--- src/rtl/clint_timer.sv ---
// rtl/clint_timer.sv - machine-level CLINT: 64-bit mtime/mtimecmp, msip, prescaled tick
// Bus reads return registered data one cycle after the request; bad offsets pulse bus_err.
module clint_timer #(
  parameter int ADDR_WIDTH = 16,
  parameter int TICK_DIV   = 1
) (
  input  logic                  clk,
  input  logic                  rst,
  input  logic                  mtime_en,
  input  logic                  bus_req,
  input  logic                  bus_we,
  input  logic [ADDR_WIDTH-1:0] bus_addr,
  input  logic [31:0]           bus_wdata,
  output logic                  bus_rvalid,
  output logic [31:0]           bus_rdata,
  output logic                  bus_err,
  output logic                  irq_timer,
  output logic                  irq_software
);

  localparam logic [ADDR_WIDTH-1:0] OFF_MSIP     = ADDR_WIDTH'(32'h0000);
  localparam logic [ADDR_WIDTH-1:0] OFF_CMP_LO   = ADDR_WIDTH'(32'h4000);
  localparam logic [ADDR_WIDTH-1:0] OFF_CMP_HI   = ADDR_WIDTH'(32'h4004);
  localparam logic [ADDR_WIDTH-1:0] OFF_MTIME_LO = ADDR_WIDTH'(32'hBFF8);
  localparam logic [ADDR_WIDTH-1:0] OFF_MTIME_HI = ADDR_WIDTH'(32'hBFFC);
  localparam logic [15:0]           PRESC_MAX    = 16'(TICK_DIV - 1);

  logic [63:0] mtime_q, mtime_d, mtime_inc;
  logic [63:0] mtimecmp_q, mtimecmp_d;
  logic        msip_q, msip_d;
  logic [15:0] presc_q, presc_d;
  logic        rvalid_q, rvalid_d;
  logic [31:0] rdata_q, rdata_d;
  logic        err_q, err_d;
  logic        irq_timer_q, irq_timer_d;

  logic tick;
  logic wr, rd;
  logic hit_msip, hit_cmp_lo, hit_cmp_hi, hit_time_lo, hit_time_hi, mapped;

  // Misaligned offsets never equal a word-aligned register offset, so they fall out as unmapped.
  assign hit_msip    = (bus_addr == OFF_MSIP);
  assign hit_cmp_lo  = (bus_addr == OFF_CMP_LO);
  assign hit_cmp_hi  = (bus_addr == OFF_CMP_HI);
  assign hit_time_lo = (bus_addr == OFF_MTIME_LO);
  assign hit_time_hi = (bus_addr == OFF_MTIME_HI);
  assign mapped      = hit_msip | hit_cmp_lo | hit_cmp_hi | hit_time_lo | hit_time_hi;

  assign wr   = bus_req & bus_we & mapped;
  assign rd   = bus_req & ~bus_we;
  assign tick = mtime_en & (presc_q == PRESC_MAX);

  always_comb begin
    presc_d = presc_q;
    if (mtime_en) presc_d = tick ? 16'd0 : 16'(presc_q + 16'd1);

    // A half-write overrides only its half; the other half keeps the incremented value and carry.
    mtime_inc = mtime_q + 64'(tick);
    mtime_d   = mtime_inc;
    if (wr && hit_time_lo) mtime_d[31:0]  = bus_wdata;
    if (wr && hit_time_hi) mtime_d[63:32] = bus_wdata;

    mtimecmp_d = mtimecmp_q;
    if (wr && hit_cmp_lo) mtimecmp_d[31:0]  = bus_wdata;
    if (wr && hit_cmp_hi) mtimecmp_d[63:32] = bus_wdata;

    msip_d = msip_q;
    if (wr && hit_msip) msip_d = bus_wdata[0];

    rdata_d = 32'd0;
    if (rd) begin
      if (hit_msip)    rdata_d = {31'd0, msip_q};
      if (hit_cmp_lo)  rdata_d = mtimecmp_q[31:0];
      if (hit_cmp_hi)  rdata_d = mtimecmp_q[63:32];
      if (hit_time_lo) rdata_d = mtime_q[31:0];
      if (hit_time_hi) rdata_d = mtime_q[63:32];
    end
    rvalid_d    = rd;
    err_d       = bus_req & ~mapped;
    irq_timer_d = (mtime_q >= mtimecmp_q);
  end

  always_ff @(posedge clk or posedge rst) begin
    if (rst) begin
      mtime_q     <= 64'd0;
      mtimecmp_q  <= 64'hFFFF_FFFF_FFFF_FFFF;
      msip_q      <= 1'b0;
      presc_q     <= 16'd0;
      rvalid_q    <= 1'b0;
      rdata_q     <= 32'd0;
      err_q       <= 1'b0;
      irq_timer_q <= 1'b0;
    end else begin
      mtime_q     <= mtime_d;
      mtimecmp_q  <= mtimecmp_d;
      msip_q      <= msip_d;
      presc_q     <= presc_d;
      rvalid_q    <= rvalid_d;
      rdata_q     <= rdata_d;
      err_q       <= err_d;
      irq_timer_q <= irq_timer_d;
    end
  end

  assign bus_rvalid   = rvalid_q;
  assign bus_rdata    = rdata_q;
  assign bus_err      = err_q;
  assign irq_timer    = irq_timer_q;
  assign irq_software = msip_q;

endmodule

--- config.mk ---
export PLATFORM = sky130hd
export DESIGN_NAME = clint_timer
export DESIGN_NICKNAME = d
export VERILOG_FILES = /design/src/rtl/clint_timer.sv
export SDC_FILE = /design/constraint.sdc
export NUM_CORES = 1
export LEC_CHECK = 0
export ABC_CLOCK_PERIOD_IN_PS = 6500
export BUFFER_PORTS_ARGS = -buffer_cell sky130_fd_sc_hd__buf_2
export CORE_MARGIN = 5
export CORE_UTILIZATION = 25
export CTS_CLUSTER_DIAMETER = 120
export DETAILED_ROUTE_END_ITERATION = 7
export HOLD_SLACK_MARGIN = 0.12
export PLACE_DENSITY_LB_ADDON = 0.3
export REMOVE_ABC_BUFFERS = 1
export SLEW_MARGIN = 20
export SYNTH_ARGS = -nofsm -noshare
export SYNTH_HDL_FRONTEND = slang
export SYNTH_SLANG_ARGS = --single-unit
--- constraint.sdc ---
create_clock -name clk -period 6.5 [get_ports clk]
set_input_delay 0.65 -clock clk [delete_from_list [all_inputs] [get_ports clk]]
set_output_delay 0.65 -clock clk [all_outputs]
set_load 0.01 [all_outputs]
======== Yosys cells after proc, flatten, opt, wreduce, memory -nomap -nowiden ========
Cells that the tools add are included.
cells by class
  bitwise operators ....................... 11
  multiplexer cells ....................... 9
  equality and inequality tests ........... 4
  magnitude comparators ................... 1
  $add $sub $neg .......................... 2
  reduce and logical (&&, ||, !) cells .... 7
operators with widths
  kind                   number
  $mux 32                7
  $add 64x1->64          1
  $ge 64x64->1           1
  $eq 16x15->1 const B   2
  $eq 16x16->1 const B   2
  $logic_not 16->1       2
  $add 16x1->16 const B  1
  $mux 16                1
  $and 1x1->1            5
  $logic_and 1x1->1      5
  $or 1x1->1             4
  $not 1->1              2
  $mux 1                 1
word-level totals
  word-level logic and storage cells ...... 43
  output and inout port bits .............. 36
  input bits .............................. 53
  bits in registers ....................... 180

======== Depth between registers and ports, before layout ========
Gate-level depths: netlist (run 1).
  word-level depth ........................ 8
  mapped depth ............................ 12
  gate-level depth less buffers ........... 12

======== Worst setup path before layout (run 1) ========
Ideal clock, no wire load.
  path type ............................... input-to-reg
  start point ............................. input port mtime_en
  end point ............................... register mtime_q[22]
  setup time .............................. 0.083 ns
  buffers on the path ..................... 0
  arrival time ............................ 2.758 ns
  stages on the path ...................... 10
  required time ........................... 6.417 ns
  path slack .............................. 3.659 ns
  cells stage by stage .................... nor4b_1 and4_1 ha_1 ha_1 nand2_1 nor4_1 nor3b_1 nand3_1 xor2_1 o21ai_0
between the ends
  cells in the longest elaborated chain, start to end .. 3
ends and longest elaborated chain
  item                  RTL line  RTL
  from (decl)           9         input logic mtime_en,
  $and 1x1->1           51        assign tick = mtime_en & (presc_q == PRESC_MAX);
  $add 64x1->64         58        mtime_inc = mtime_q + 64'(tick);
  $mux 32               60        if (wr && hit_time_lo) mtime_d[31:0] = bus_wdata;
  via mtime_d[22]       28        logic [63:0] mtime_q, mtime_d, mtime_inc;
  to (signal assigned)  94        mtime_q <= mtime_d;
  to (decl)             28
The timed path passes the listed nets, and every way through them passes these cells.
A chain may end at the register's enable or synchronous reset.

======== Worst setup path in the final report (run 1) ========
  start point ............................. register presc_q[0]
  end point ............................... register mtime_q[24]
between the ends
  cells in the longest elaborated chain, start to end .. 4
ends and longest elaborated chain
  item                    RTL line  RTL
  from (decl)             31        logic [15:0] presc_q, presc_d;
  from (signal assigned)  97        presc_q <= presc_d;
  $logic_not 16->1        51
  $and 1x1->1             51
  $add 64x1->64           58
  $mux 32                 60
  via mtime_d[24]         28
The timed path passes the listed nets, and every way through them passes these cells.

==> results.txt, run 1 <==
gr ovfl total - 0
CTS Sinks - 180
Antenna Cells - 0
maximum root-to-sink buffer count - 2
Synth top cells by count - dfrtp_1 (116), nand2_1 (95), inv_1 (78)
wirelength, routed - 31.2 mm
wire per inst - 19.1 um
Synth cell types - 57
CTS tree - built
final hold vios - 0
min-delay worst type - in -> async
setup_tns - 0 ns
Worst Skew - 0.0165 ns
CP Max Fanout - 4
crit share post-route - 57.8%
critical path capture point type - register
Worst EP arrival - 4.13 ns
initial antenna violation count - 3
Yosys top cell by area - dfrtp_1
outcome - complete, no violations
largest net degree at the start of global routing - 115
Synth Cell Area - 0.0106 mm2
syn avg cell area - 10.5 um2
Iteration-0 DRC Markers - 414
PwrDens - 200 mW/mm2
FF+latch count, synth - 180
core area - 0.0419 mm2
asr flop ratio synth - 100%
post-synth top area share - 27.4%
P&R area growth vs syn - 14.9%
top-count cell post-synth - dfrtp_1
H-tree Lvls - 4
Crit Path Category - reg -> reg
Slew @ Worst Pin - 1.15 ns
CTS resizes - 0
P_leak - 5.41 nW
prevailing post-synth register cell - dfrtp_1
final setup fails - 0
Final WS setup - 2.74 ns
DRC viols - 0
FMAX - 0.266 GHz
Nets - 1,204
vias per inst - 4.81
maxcap violations - 0
Root Driver - clkbuf_16
total CTS buffers - 17
Required @ worst endpoint - 6.87 ns
clock latency on the worst-skew pair - 0.45 ns
Rows - 75
worst relative slew slack - 23.2%
vias in the first global route - 8,059
fillers - 4,323
DRT Pass-1 Iters - 6
Die ar. - 0.0466 mm2
Detail Route Antenna Nets - 0
Setup WS pre-CTS - 2.66 ns
sequential-to-total area share from yosys stat - 43.3%
ranking of synthesized cells by area - dfrtp_1 (27%), dfstp_2 (16%), ha_1 (8.0%)
Peak VDD IR - 186 uV
routed via count - 7,865
# IOs - 89
CP Launch Type - register
IO Port Bufs - 88
routability congestion estimate - 0.836
CTS clk-pin slew, worst paths - 0.07 ns
Initial Util - 25.2%
Synth Warn # - 0
final max-slew violation count - 0
Post-synth EDFFs - 0
Die W - 216 um
RSZ-0062 raised after global routing - no
first-pass GRT wire length - 48.7 mm
placed wire-length estimate - 21.7 mm
Chip Height - 216 um
Cells after Synth - 1,006
Final min period - 3.76 ns
fraction of layout cells with a size suffix above 1 - 25.5%
GRT Total Usage - 13.5%
Post-CTS Setup Inserts - 0
cts hold-fix bufs - 0
## state kept, by name, summed over array words and instances, names as in the netlist
| signal | cells |
|---|---|
| bus_err | 1 |
| bus_rdata | 32 |
| bus_rvalid | 1 |
| irq_software | 1 |
| irq_timer | 1 |
| mtime_q | 64 |
| mtimecmp_q | 64 |
| presc_q | 16 |
## stage by stage
step	hold slack, ns	total power, W	utilization, %	instances	area (um2)
after global routing	0.452	0.00254	29.0	1635	12200
after floorplan	0.447	0.00131	-	965	10400
after global placement	0.474	0.00139	27.6	1603	11600
after CTS	0.400	0.00246	29.0	1635	12200
final	0.394	0.00243	29.0	1635	12200
after detailed placement	0.481	0.00140	27.6	1603	11600
## cells in the final DEF (no fill, tap or decap), types with 29 or more instances in the layout
cell type / count
dfrtp_1: 116
nand2_1: 95
buf_2: 88
inv_1: 77
ha_1: 68
dfstp_2: 64
nor2_1: 50
mux2_4: 50
xor2_1: 47
nand3_1: 44
nand4_1: 36
o21ai_0: 36
xnor2_1: 30
mux2i_1: 29
## where the power goes
group          total, W  switching [W]  internal, W
clock           0.00105       0.000460     0.000589
combinational  0.000180       0.000107    0.0000731
sequential      0.00120      0.0000436      0.00115
## worst max-delay path, cell delays in order, from the launching register on
cell,delay [ns]
dfrtp_1,0.42
inv_1,0.08
ha_1,0.14
nor4b_1,0.29
and4_1,0.37
ha_1,0.29
ha_1,0.29
nand2_1,0.09
nor4_1,0.79
nor3b_1,0.47
nand3_1,0.15
xor2_1,0.16
o21ai_0,0.14
## final timing paths
| kind | startpoint | end | slack (ns) | cells after the start |
|---|---|---|---|---|
| max | presc_q[0] | mtime_q[24] | 2.74 | 12 |
| min | rst | mtime_q[3] | 0.39 | 2 |
| max reg2reg | presc_q[0] | mtime_q[24] | 2.74 | 12 |
| min reg2reg | presc_q[15] | presc_q[15] | 0.49 | 1 |
| max in group asynchronous | rst | bus_rdata[27] | 4.68 | 3 |
| min in group clk | bus_req | bus_err | 0.45 | 3 |
## final cells by class
type | instances | area [um2] | area share (%)
Sequential cell | 180 | 4580 | 37.7
Tap cell | 539 | 674 | 5.55
Timing Repair Buffer | 99 | 523 | 4.30
Clock inverter | 8 | 105 | 0.865
Clock buffer | 24 | 472 | 3.88
Multi-Input combinational cell | 707 | 5500 | 45.2
Inverter | 78 | 300 | 2.47
## per-layer routing
metal	up-vias	part of all wire, %	track usage [%]	routed length (um)
met3	17	4.6	2.84	1430
met4	6	0.82	2.67	257
met1	3944	47	18.4	14600
met5	-	0.11	0	34
met2	153	48	22.3	14900
li1	3745	-	-	-
## cell families (layout without fill, tap and decap cells)
group | after synthesis | in the layout | synth area share [%]
AO/OA/AOI/OAI | 157 | 157 | 10.1
flip-flops | 180 | 180 | 43.3
AND/OR/NAND/NOR | 305 | 305 | 15.1
adder cells (fa/ha/maj) | 68 | 68 | 8.04
XOR/XNOR | 77 | 77 | 6.37
multiplexers | 100 | 100 | 12.1
buffers and inverters | 119 | 209 | 4.94
Power figures use the tool's default switching activity.
==> run 2: changes to the inputs <==
ABC_CLOCK_PERIOD_IN_PS = 3200   (was 6500)
clock period = 3.2 ns   (was 6.5 ns; I/O delays follow)
==> results.txt, run 2 (synthesis gave the netlist of run 1 again) <==
most frequent cells in the layout - dfrtp_1 (116), nand2_1 (95), buf_2 (88), inv_1 (77), ha_1 (67)
DRC viols - 0 (unchanged)
Post-CTS Setup Inserts - 0 (unchanged)
slowest CP cell - dfrtp_1
Tot Pwr - 0.00489 W (+100%)
Initial Util - 25.2% (unchanged)
vias in the first global route - 8,478 (+5.2%)
Die W - 216 um (unchanged)
Slew @ Worst Pin - 1.03 ns (-0.125 ns)
Antenna Cells - 0 (unchanged)
crit share post-route - 91.4% (+34 points)
Final min period - 2.92 ns (-0.832 ns)
H-tree Lvls - 4 (unchanged)
CTS clk-pin slew, worst paths - 0.08 ns (about the same)
Required @ worst endpoint - 3.57 ns (-3.30 ns)
maxcap violations - 0 (unchanged)
placed wire-length estimate - 23.4 mm (+8.0%)
P&R area growth vs syn - 17.8%
final hold vios - 0 (unchanged)
outcome - complete, no violations
FMAX - 0.342 GHz (+28%)
wirelength, routed - 31.9 mm (+2.1%)
routability congestion estimate - 0.868 (+3.8%)
Reg2Reg Depth - 13 (+1)
fillers - 4,329 (+0.14%)
register area - 0.00458 mm2 (unchanged)
vias per inst - 4.79 (-0.37%)
final setup fails - 0 (unchanged)
initial antenna violation count - 1 (-2)
Detail Route Antenna Nets - 0 (unchanged)
DRT Pass-1 Iters - 5 (-1)
core area - 0.0419 mm2 (unchanged)
Crit Path Category - reg -> reg
Final Util - 29.7% (+0.74 points)
Cell Chain, Critical Path - inv_1 > ha_1 > nor4b_1 > and4_1 > ha_1 > ha_2 > nand2_1 > nor4_2 > nor3b_2 > buf_4 > nand3_1 > xor2_1 > o21ai_0
wire per inst - 19.1 um (about the same)
Root Driver - clkbuf_16
commonest non-fill, non-tap cell in the layout - dfrtp_1
min-delay worst type - in -> reg
Die ar. - 0.0466 mm2 (unchanged)
maximum root-to-sink buffer count - 2 (unchanged)
Worst Hold Depth - 3
Iteration-0 DRC Markers - 533 (+29%)
routed via count - 8,004 (+1.8%)
CTS tree - built
P_leak - 5.58 nW (+3.1%)
worst-case hold slack - 0.137 ns (-0.257 ns)
Worst Skew - 0.0164 ns (-0.000125 ns)
clock latency on the worst-skew pair - 0.45 ns (about the same)
Chip Height - 216 um (unchanged)
fraction of layout cells with a size suffix above 1 - 28.2% (+2.7 points)
setup_tns - 0 ns (unchanged)
RSZ-0062 raised after global routing - no
Worst path max stage delay - 0.42 ns (-0.37 ns)
CP Launch Type - register
Rows - 75 (unchanged)
GRT Total Usage - 13.7% (+0.19 points)
Worst EP arrival - 3.29 ns (-0.84 ns)
final max-slew violation count - 0 (unchanged)
# IOs - 89 (unchanged)
CTS Sinks - 180 (unchanged)
largest net degree at the start of global routing - 85 (-26%)
worst relative slew slack - 31.5% (+8.3 points)
first-pass GRT wire length - 49.8 mm (+2.1%)
multi-input logic area - 0.00551 mm2 (+0.18%)
critical path capture point type - register
CP Max Fanout - 4 (unchanged)
gr ovfl total - 0 (unchanged)
Peak VDD IR - 301 uV (+61%)
PwrDens - 392 mW/mm2 (+97%)
IO Port Bufs - 88 (unchanged)
Nets - 1,239 (+2.9%)
Critical Path Most Common Cell - ha_1
total CTS buffers - 17 (unchanged)
run 2: cell count changes in the layout (fill, tap and decap cells not counted), moves of 2 or more:
cell / before / now
dlygate4sd3_1: 0 / 3
inv_8: 1 / 5
buf_12: 0 / 3
bufinv_16: 2 / 0
clkbuf_1: 5 / 0
clkinvlp_4: 0 / 4
buf_4: 11 / 40
clkinv_2: 2 / 0
clkbuf_8: 2 / 0
run 2: what timing repair did:
item	in CTS	in global routing
hold endpoints to repair	61	0
hold buffers	3	0
resized for setup	0	3
setup endpoints to repair	0	4
run 2: final timing paths:
path / start / slack [ns] / to
worst max-delay path: presc_q[0] / 0.28 / mtime_q[22]
worst min-delay path: bus_wdata[7] / 0.14 / mtime_q[7]
worst min register to register: presc_q[15] / 0.48 / presc_q[15]
min in group asynchronous: rst / 0.48 / bus_rdata[2]
max in group asynchronous: rst / 1.76 / mtimecmp_q[30]
worst max register to register: presc_q[0] / 0.28 / mtime_q[22]
run 2: where the power goes:
part	switching, W	internal (W)
combinational	0.000223	0.000157
clock	0.00104	0.00103
sequential	0.0000926	0.00234
run 2: cell type report:
cell class                      instances  share of cell area, %
Sequential cell                       180                   36.8
Clock inverter                         15                   1.15
Inverter                               78                   2.41
Clock buffer                           17                   3.41
Multi-Input combinational cell        707                   44.2
Tap cell                              539                   5.41
Timing Repair Buffer                  134                   6.66
run 2: metrics by stage:
stage | area (um2) | worst slack, ns | std cells
6_report | 12500 | 0.277 | 1670
5_1_grt | 12500 | 0.0419 | 1670
4_1_cts | 12500 | 0.0860 | 1670
3_5_place_dp | 11900 | 0.119 | 1635
3_3_place_gp | 11900 | 0.117 | 1635
2_1_floorplan | 10400 | -1.90 | 965
run 2: metal layers:
metal | track usage (%) | part of all wire (%) | vias up
met2 | 22.7 | 47 | 170
met1 | 18.7 | 46 | 3996
li1 | - | - | 3813
met5 | 0 | 0.022 | -
met3 | 2.59 | 5.0 | 23
met4 | 3.07 | 1.3 | 2
run 2: worst max-delay path: cells and delay by family (launching register included):
kind / cells / cell delay, ns
fa+ha+maj: 3 / 0.67
xor+xnor: 1 / 0.15
simple gates: 6 / 1.22
flops: 1 / 0.42
compound gates: 1 / 0.15
buf+inv: 2 / 0.23
